$ cat src/rtl/wb_gpio_irq.sv
// -----------------------------------------------------------------------------
// wb_gpio_irq
//   Wishbone B3 classic slave GPIO block: per-pin output value and direction,
//   two-flop synchronised pin inputs, and per-pin maskable edge/level
//   interrupts. Pin tristating is left to the SoC top.
//
// Build option:
//   WB_GPIO_IRQ_EN  defined   -> IE/EDGE/POL/STATUS registers and int_o exist.
//                   undefined -> those registers read 0, writes are dropped,
//                                the third synchroniser stage is removed and
//                                int_o is tied 0.
//
// Ports:
//   wb_clk_i, wb_rst_i         clock, synchronous active-high reset
//   wb_adr_i[4:0]              byte address, bits [4:2] select the register
//   wb_dat_i/wb_sel_i/wb_we_i  write data, byte enables, write strobe
//   wb_cyc_i/wb_stb_i          cycle / strobe
//   wb_cti_i/wb_bte_i          burst hints, ignored (all accesses classic)
//   wb_dat_o/wb_ack_o          registered read data and single-cycle ack
//   wb_err_o/wb_rty_o          always 0
//   gpio_i[WIDTH]              asynchronous pin inputs
//   gpio_o/gpio_dir_o[WIDTH]   OUT and DIR registers (1 = output)
//   int_o                      level interrupt, |(STATUS & IE)
//
// Register map (word offsets):
//   0x00 IN  0x04 OUT  0x08 DIR  0x0C IE  0x10 EDGE  0x14 POL
//   0x18 STATUS (W1C)  0x1C reserved
// -----------------------------------------------------------------------------
module wb_gpio_irq #(
  parameter int WIDTH = 32
) (
  input  logic             wb_clk_i,
  input  logic             wb_rst_i,
  input  logic [4:0]       wb_adr_i,
  input  logic [31:0]      wb_dat_i,
  input  logic [3:0]       wb_sel_i,
  input  logic             wb_we_i,
  input  logic             wb_cyc_i,
  input  logic             wb_stb_i,
  input  logic [2:0]       wb_cti_i,
  input  logic [1:0]       wb_bte_i,
  output logic [31:0]      wb_dat_o,
  output logic             wb_ack_o,
  output logic             wb_err_o,
  output logic             wb_rty_o,
  input  logic [WIDTH-1:0] gpio_i,
  output logic [WIDTH-1:0] gpio_o,
  output logic [WIDTH-1:0] gpio_dir_o,
  output logic             int_o
);

  localparam logic [2:0] A_IN     = 3'd0;
  localparam logic [2:0] A_OUT    = 3'd1;
  localparam logic [2:0] A_DIR    = 3'd2;
`ifdef WB_GPIO_IRQ_EN
  localparam logic [2:0] A_IE     = 3'd3;
  localparam logic [2:0] A_EDGE   = 3'd4;
  localparam logic [2:0] A_POL    = 3'd5;
  localparam logic [2:0] A_STATUS = 3'd6;
`endif

  logic [WIDTH-1:0] r_out;
  logic [WIDTH-1:0] r_dir;
  logic [WIDTH-1:0] r_s1;
  logic [WIDTH-1:0] r_s2;
  logic             r_ack;
  logic [31:0]      r_dat;

  logic             w_access;
  logic             w_write;
  logic [2:0]       w_idx;
  logic [31:0]      w_bmask;
  logic [WIDTH-1:0] w_wmask;
  logic [WIDTH-1:0] w_wdata;
  logic [31:0]      w_rdata;
  logic             w_unused;

  // A held strobe must not be serviced on the cycle its ack is visible,
  // otherwise the master would see one ack for two register updates.
  assign w_access = wb_cyc_i & wb_stb_i & ~r_ack;
  assign w_write  = w_access & wb_we_i;
  assign w_idx    = wb_adr_i[4:2];
  assign w_bmask  = {{8{wb_sel_i[3]}}, {8{wb_sel_i[2]}},
                     {8{wb_sel_i[1]}}, {8{wb_sel_i[0]}}};
  assign w_wmask  = w_bmask[WIDTH-1:0];
  assign w_wdata  = wb_dat_i[WIDTH-1:0] & w_wmask;

  assign w_unused = ^{wb_cti_i, wb_bte_i, wb_adr_i[1:0], wb_dat_i, w_bmask};

  function automatic logic [WIDTH-1:0] merge(input logic [WIDTH-1:0] old_v);
    return (old_v & ~w_wmask) | w_wdata;
  endfunction

`ifdef WB_GPIO_IRQ_EN
  logic [WIDTH-1:0] r_s3;
  logic [WIDTH-1:0] r_ie;
  logic [WIDTH-1:0] r_edge;
  logic [WIDTH-1:0] r_pol;
  logic [WIDTH-1:0] r_status;
  logic [WIDTH-1:0] w_hit;
  logic [WIDTH-1:0] w_clr;
  logic [WIDTH-1:0] w_status_nxt;

  assign w_hit = (r_pol & r_s2 & ~r_s3) | (~r_pol & ~r_s2 & r_s3);
  assign w_clr = (w_write && (w_idx == A_STATUS)) ? w_wdata : '0;

  // Edge pins: sticky, clear first so a coincident edge re-sets the bit.
  // Level pins: follow the pin every cycle, so a W1C is overwritten at once.
  assign w_status_nxt = (r_edge & ((r_status & ~w_clr) | w_hit)) |
                        (~r_edge & ~(r_s2 ^ r_pol));

  always_ff @(posedge wb_clk_i) begin
    if (wb_rst_i) begin
      r_s3     <= '0;
      r_ie     <= '0;
      r_edge   <= '0;
      r_pol    <= '0;
      r_status <= '0;
    end else begin
      r_s3     <= r_s2;
      r_status <= w_status_nxt;
      if (w_write) begin
        if (w_idx == A_IE)   r_ie   <= merge(r_ie);
        if (w_idx == A_EDGE) r_edge <= merge(r_edge);
        if (w_idx == A_POL)  r_pol  <= merge(r_pol);
      end
    end
  end

  assign int_o = |(r_status & r_ie);
`else
  assign int_o = 1'b0;
`endif

  always_comb begin
    w_rdata = '0;
    case (w_idx)
      A_IN:     w_rdata[WIDTH-1:0] = r_s2;
      A_OUT:    w_rdata[WIDTH-1:0] = r_out;
      A_DIR:    w_rdata[WIDTH-1:0] = r_dir;
`ifdef WB_GPIO_IRQ_EN
      A_IE:     w_rdata[WIDTH-1:0] = r_ie;
      A_EDGE:   w_rdata[WIDTH-1:0] = r_edge;
      A_POL:    w_rdata[WIDTH-1:0] = r_pol;
      A_STATUS: w_rdata[WIDTH-1:0] = r_status;
`endif
      default:  w_rdata = '0;
    endcase
  end

  always_ff @(posedge wb_clk_i) begin
    if (wb_rst_i) begin
      r_s1  <= '0;
      r_s2  <= '0;
      r_out <= '0;
      r_dir <= '0;
      r_ack <= 1'b0;
      r_dat <= '0;
    end else begin
      r_s1  <= gpio_i;
      r_s2  <= r_s1;
      r_ack <= w_access;
      r_dat <= w_access ? w_rdata : 32'd0;
      if (w_write) begin
        if (w_idx == A_OUT) r_out <= merge(r_out);
        if (w_idx == A_DIR) r_dir <= merge(r_dir);
      end
    end
  end

  assign wb_dat_o   = r_dat;
  assign wb_ack_o   = r_ack;
  assign wb_err_o   = 1'b0;
  assign wb_rty_o   = 1'b0;
  assign gpio_o     = r_out;
  assign gpio_dir_o = r_dir;

endmodule

$ cat config.mk
export PLATFORM = sky130hd
export DESIGN_NAME = wb_gpio_irq
export DESIGN_NICKNAME = d
export VERILOG_FILES = /design/src/rtl/wb_gpio_irq.sv
export SDC_FILE = /design/constraint.sdc
export NUM_CORES = 1
export LEC_CHECK = 0
export ABC_CLOCK_PERIOD_IN_PS = 1700
export CORE_MARGIN = 2
export CORE_UTILIZATION = 64
export CTS_BUF_LIST = sky130_fd_sc_hd__clkbuf_4 sky130_fd_sc_hd__clkbuf_8
export DETAILED_ROUTE_END_ITERATION = 16
export DONT_BUFFER_PORTS = 1
export GPL_ROUTABILITY_DRIVEN = 0
export PLACE_DENSITY = 0.8
export SLEW_MARGIN = 10
export SYNTH_ARGS = -nofsm -noshare
export SYNTH_HDL_FRONTEND = slang
export SYNTH_SLANG_ARGS = --single-unit
$ cat constraint.sdc
create_clock -name wb_clk_i -period 1.7 [get_ports wb_clk_i]
set_clock_uncertainty 0.05 [all_clocks]
set_input_delay 0.34 -clock wb_clk_i [delete_from_list [all_inputs] [get_ports wb_clk_i]]
set_output_delay 0.34 -clock wb_clk_i [all_outputs]
set_load 0.05 [all_outputs]
==> impl_metrics.tcl, run 1 <==
set metrics [dict create \
    critPathKind "reg2reg" \
    synth_area_sq_um 6010 \
    rrSetupSlack_ps 150 \
    hold_violations 0 \
    timing.rr.start "wb_ack_o" \
    timing.fmax_mhz 643 \
    synth_top_cell_by_area "dfxtp_1" \
    initial_core_util_pct 65.3 \
    rows 35 \
    cts.repair.resized 0 \
    cts_tree "built" \
    ys_warn_count 0 \
    synth_xor_area_share_pct 0 \
    p_per_area_nw_per_um2 968 \
    core_area_sq_um 9200 \
    hold_path_depth 2 \
    die_h_microns 101 \
    drtIter0Drc 107 \
    die_w_microns 101 \
    grt_pass1_vias 4292 \
    power_uw 6890 \
    min_from "wb_dat_i[24]" \
    startpoint_type "register" \
    hpwl_microns 8470 \
    clk_pin_slew_ps 90 \
    hold_class "in2reg" \
    syn_to_final_growth_pct 18.3 \
    fin_setup_tns_ps 0 \
    clkLatencyLatePin_ps 420 \
    synth_compound_area_share_pct 6.08 \
    synthMuxAreaShare_pct 14.7 \
    drv_slew 0 \
    outcome "completed" \
    yosysMostFrequentCell "dfxtp_1" \
    ys_top_cells_by_area "dfxtp_1 (54%), mux2i_1 (15%), nand2b_1 (9.3%)" \
    worstMarginPinSlew_ps 604 \
    worstPathRequired_ps 1980 \
    cts_sinks 161 \
    antennaDiodeCount 0 \
    critPathArrivalTime_ps 1840 \
    syn_inst 555 \
    synth_ff_type "dfxtp_1" \
    track_usage_pct 27.5 \
    cellLeakagePower_uw 0.00291 \
    synth-seq-cells 161 \
    cts_post_setup_buffers_inserted 0 \
    die-area_sq_um 10200 \
    grt_overflow 0 \
    num_vias 4170 \
    num-nets-final 702 \
    htree_levels 4 \
    drive_gt1_share_pct 13.5 \
    drv_cap 0 \
    antenna_found_initial 0 \
    vias_per_cell 5.62 \
    port_buffers 0 \
    drt-pass1-iter-count 4 \
    synthSimpleGateAreaFrac_pct 22.1 \
    routed_wl_microns 13800 \
    synthTopCellsByCount "dfxtp_1 (161), nand2b_1 (89), mux2i_1 (88)" \
    clockBufferDepth 2 \
    route.detailed.drc 0 \
    grt_pass1_wl_microns 21500 \
    ir_drop_v 0.000671 \
    ys_seq_area_share_pct 53.6 \
    final-setup-viol-count 0 \
    fin_ws_ps 146 \
    period_needed_ps 1550 \
    crit_fanout 8 \
    synth_top_family_by_area "simple AND/OR/NAND/NOR gates" \
    synth_adder_area_share_pct 0 \
    post-place-ws_ps 175 \
    syn-mean-instance-area_sq_um 10.8 \
    endpoint_kind "register" \
    relSlewSlack_pct 59.7 \
    post-route-period-util_pct 91.4 \
    synth_edf_count 0 \
    synth_cell_type_count 25 \
    ant_nets 0 \
    ios 183 \
    synthArstFlopShare_pct 0 \
    cts_made_buffers 17 \
    rr_worst_depth 4 \
    detail_route.wl_per_cell_microns 18.6 \
    netlist.area_leader.share_pct 53.6 \
    grt_start_max_net_pins 98 \
    clock-root-buffer "clkbuf_8" \
    rsz0062_at_grt "no" \
]
==> power breakdown <==
part / total [uW] / internal [uW] / switching [uW]
combinational: 400 / 230 / 170
sequential: 3880 / 3850 / 35.9
clock: 2600 / 1190 / 1410
total: 6890 / 5270 / 1620
==> cell families (layout without fill, tap and decap cells) <==
group	after synthesis	after routing
and+or+nand+nor	210	210
DFF	161	161
muxes	88	88
AOI/OAI and AO/OA	49	49
buffers and inverters	46	120
other	1	3
==> layout by cell type (no fill, tap or decap), drive strengths merged, types with 4 or more instances in the layout <==
cell / instances
dlygate4sd3: 41
dfxtp: 161
a2bb2oi: 32
buf: 47
o21ai: 8
nor2: 32
a21oi: 9
inv: 7
clkinvlp: 4
nor2b: 67
nand4b: 5
nand2b: 89
clkbuf: 18
nand4: 8
mux2i: 88
==> area by class of cell <==
type	instances	area, sq um
clock inverters	13	126
multi-input cells	350	2590
well taps	111	139
repair buffers	88	783
inverters	1	3.75
flip-flops and latches	161	3220
clock buffers	18	241
fillers	619	2080
==> worst max-delay path, stage by stage, from the launching register on <==
cell,delay (ps)
dfxtp_1,330
and4b_2,420
and4b_1,230
buf_4,210
mux2i_1,230
==> how the worst max path moves through the flow <==
stage                   from        to  slack (ps)  cells after the start
floorplan           wb_ack_o  register          10                      5
global placement    wb_ack_o  register         250                      4
detailed placement  wb_ack_o  register         170                      4
CTS                 wb_ack_o  register         130                      4
global route        wb_ack_o  register          70                      4
finish              wb_ack_o  register         150                      4
==> repair_timing <==
item,in CTS,in global routing
hold endpoints to repair,75,3
hold buffers,39,3
setup endpoints to repair,0,0
==> through the flow <==
stage	cells	hold WS, ps	utilization [%]	area [sq um]
after global routing	742	1.21	77.3	7110
after CTS	739	0.314	77.0	7080
after floorplan	557	364	-	6020
final	742	23.0	77.3	7110
after global placement	669	366	68.6	6310
after detailed placement	669	371	68.6	6310
==> metal layers <==
metal	vias to the layer above	part of all wire, %	GRT usage [%]	wire [microns]
met5	-	0	0	0
met4	0	2.1	11.1	285
met3	29	7.1	10.1	988
met2	164	48	44.9	6690
met1	1996	42	32.9	5860
li1	1981	-	-	-
(Power assumes the default switching activity.)
==> run 2, diff against run 1 <==
--- a/config.mk
+++ b/config.mk
@@ -5,6 +5,7 @@
 export SDC_FILE = /design/constraint.sdc
 export NUM_CORES = 1
 export LEC_CHECK = 0
+export ABC_AREA = 1
 export ABC_CLOCK_PERIOD_IN_PS = 1700
 export CORE_MARGIN = 2
 export CORE_UTILIZATION = 64
==> constraint.sdc (replaced) <==
create_clock -name wb_clk_i -period 1.7 [get_ports wb_clk_i]
set_clock_uncertainty 0.05 [all_clocks]
set_input_delay 0.34 -clock wb_clk_i [delete_from_list [all_inputs] [get_ports wb_clk_i]]
set_output_delay 0.34 -clock wb_clk_i [all_outputs]
set_load 0.1 [all_outputs]
==> impl_metrics.tcl, run 2 <==
set metrics [dict create \
    clock-root-buffer "clkbuf_8" \
    syn-mean-instance-area_sq_um 7.24 \
    cp_slowest_stage_delay_ps 390 \
    ios 183 \
    drt-pass1-iter-count 5 \
    ys_seq_area_share_pct 52.4 \
    grt_overflow 0 \
    syn_to_final_growth_pct 25.7 \
    synth-seq-cells 161 \
    cts_made_buffers 17 \
    critPathTopFamily "flip-flops" \
    port_buffers 0 \
    power_uw 7000 \
    drive_gt1_share_pct 15.8 \
    timing.rr.start "wb_ack_o" \
    p_per_area_nw_per_um2 905 \
    rows 35 \
    critPathArrivalTime_ps 1150 \
    grt_pass1_vias 5801 \
    die_w_microns 102 \
    htree_levels 4 \
    ir_drop_v 0.000522 \
    ys_warn_count 0 \
    endpoint_kind "output pin" \
    track_usage_pct 33.3 \
    multiInputGateArea_sq_um 2200 \
    clkLatencyLatePin_ps 450 \
    synthTopCellsByCount "nand2_1 (194), dfxtp_1 (161), inv_1 (133)" \
    synth_area_sq_um 6150 \
    drv_slew 0 \
    timing.fmax_mhz 650 \
    synth_edf_count 0 \
    netlist.area_leader.share_pct 52.4 \
    synth_ff_type "dfxtp_1" \
    p_switching_uw 1920 \
    fin_setup_tns_ps 0 \
    grt_pass1_wl_microns 27200 \
    path_buf_inv 1 \
    vias_per_cell 5.55 \
    final-setup-viol-count 0 \
    fin_ws_ps 162 \
    regArea_sq_um 3220 \
    pwr-share-comb_pct 8.2 \
    synthArstFlopShare_pct 0 \
    ant_nets 0 \
    clockBufferDepth 2 \
    post-place-ws_ps 332 \
    rrSetupSlack_ps 250 \
    grt_start_max_net_pins 65 \
    num_vias 6114 \
    fillers 555 \
    antenna_found_initial 0 \
    critPathKind "reg2out" \
    startpoint_type "register" \
    core_area_sq_um 9280 \
    seqPwrFrac_pct 55.4 \
    drtIter0Drc 461 \
    synth_cell_type_count 15 \
    p_clk_share_pct 36.4 \
    swShare_pct 27.4 \
    crit_fanout 3 \
    period_needed_ps 1540 \
    hold_violations 0 \
    die_h_microns 102 \
    num-nets-final 1043 \
    ys_top_cells_by_area "dfxtp_1 (52%), nand2_1 (12%), inv_1 (8.1%)" \
    min_from "wb_sel_i[1]" \
    outcome "completed" \
    final_cell_mix "nand2_1 (194), dfxtp_1 (160), inv_1 (132)" \
    final_common_cell "nand2_1" \
    fin_hold_ws_ps 10.2 \
    rsz0062_at_grt "no" \
    hpwl_microns 10400 \
    post-route-period-util_pct 90.5 \
    rr_worst_depth 6 \
    synth_top_cell_by_area "dfxtp_1" \
    route.detailed.drc 0 \
    clk_pin_slew_ps 100 \
    slowest_stage "dfxtp_1" \
    path_cells "buf_4" \
    drv_cap 0 \
    die-area_sq_um 10400 \
    hold_class "in2reg" \
    antennaDiodeCount 0 \
    cts_sinks 161 \
    routed_wl_microns 17000 \
    detail_route.wl_per_cell_microns 15.5 \
    cellLeakagePower_uw 0.00387 \
    worstPathRequired_ps 1310 \
    syn_inst 850 \
    initial_core_util_pct 66.3 \
    hold_path_depth 2 \
    cts_tree "built" \
    yosysMostFrequentCell "nand2_1" \
    p_int_uw 5080 \
]
-- run 2: cell types whose count changed after synthesis, sizes merged, moves of 32 or more --
cell | before | now
nor2 | 32 | 134
nand2 | 1 | 194
a21oi | 9 | 65
nand4 | 8 | 66
nand3 | 0 | 35
nand2b | 89 | 0
a2bb2oi | 32 | 0
nor2b | 67 | 0
mux2i | 88 | 0
inv | 1 | 134
-- run 2: cells by family (layout without fill, tap and decap cells) --
| family | after synthesis | in the layout | synth area share (%) |
|---|---|---|---|
| DFF | 161 | 161 | 52.4 |
| and+or+nand+nor | 430 | 430 | 29.8 |
| buffers and inverters | 193 | 313 | 12.4 |
| AOI/OAI and AO/OA | 65 | 65 | 5.29 |
| other | 1 | 3 | 0.0610 |
-- run 2: power by group through the flow --
stage	combinational, uW	clock [uW]	sequential (uW)
after CTS	562	2550	3880
after global routing	622	2710	3890
final	576	2550	3880
after global placement	451	0	3960
after detailed placement	468	0	3960
after floorplan	313	0	4050
-- run 2: area by class of cell --
type / count / area share, %
Clock inverter: 14 / 1.54
Multi-Input combinational cell: 498 / 28.4
Clock buffer: 17 / 3.03
Inverter: 134 / 6.50
Timing Repair Buffer: 148 / 16.7
Sequential cell: 161 / 41.7
Tap cell: 129 / 2.09
-- run 2: layer usage --
layer / track usage (%) / up-vias / part of all wire, % / routed length, microns
li1: - / 2832 / - / -
met1: 39.4 / 2824 / 35 / 6030
met2: 56.0 / 393 / 50 / 8590
met3: 9.30 / 65 / 10 / 1760
met4: 16.2 / 0 / 3.8 / 656
met5: 0 / - / 0 / 0
-- run 2: worst max-delay path by stage --
stage                   from        endpoint  slack (ps)  cells past startpoint
floorplan           wb_ack_o        register         120                      7
global placement    wb_ack_o        register         410                      7
detailed placement  wb_ack_o        register         330                      7
CTS                 register      gpio_o[24]         150                      1
global route        register      gpio_o[24]         120                      1
finish              register  gpio_dir_o[24]         160                      1
-- run 2: timing repair --
action,in CTS,in global routing
endpoints found under the hold margin,68,1
buffers inserted,0,0
resized for setup,0,0
hold buffers,34,1
-- run 2: per-stage QoR --
step | area (sq um) | instances | util (%)
floorplan | 6160 | 852 | -
global placement | 7010 | 1035 | 75.5
detailed placement | 7010 | 1035 | 75.5
CTS | 7720 | 1100 | 83.2
global route | 7730 | 1101 | 83.3
finish | 7730 | 1101 | 83.3
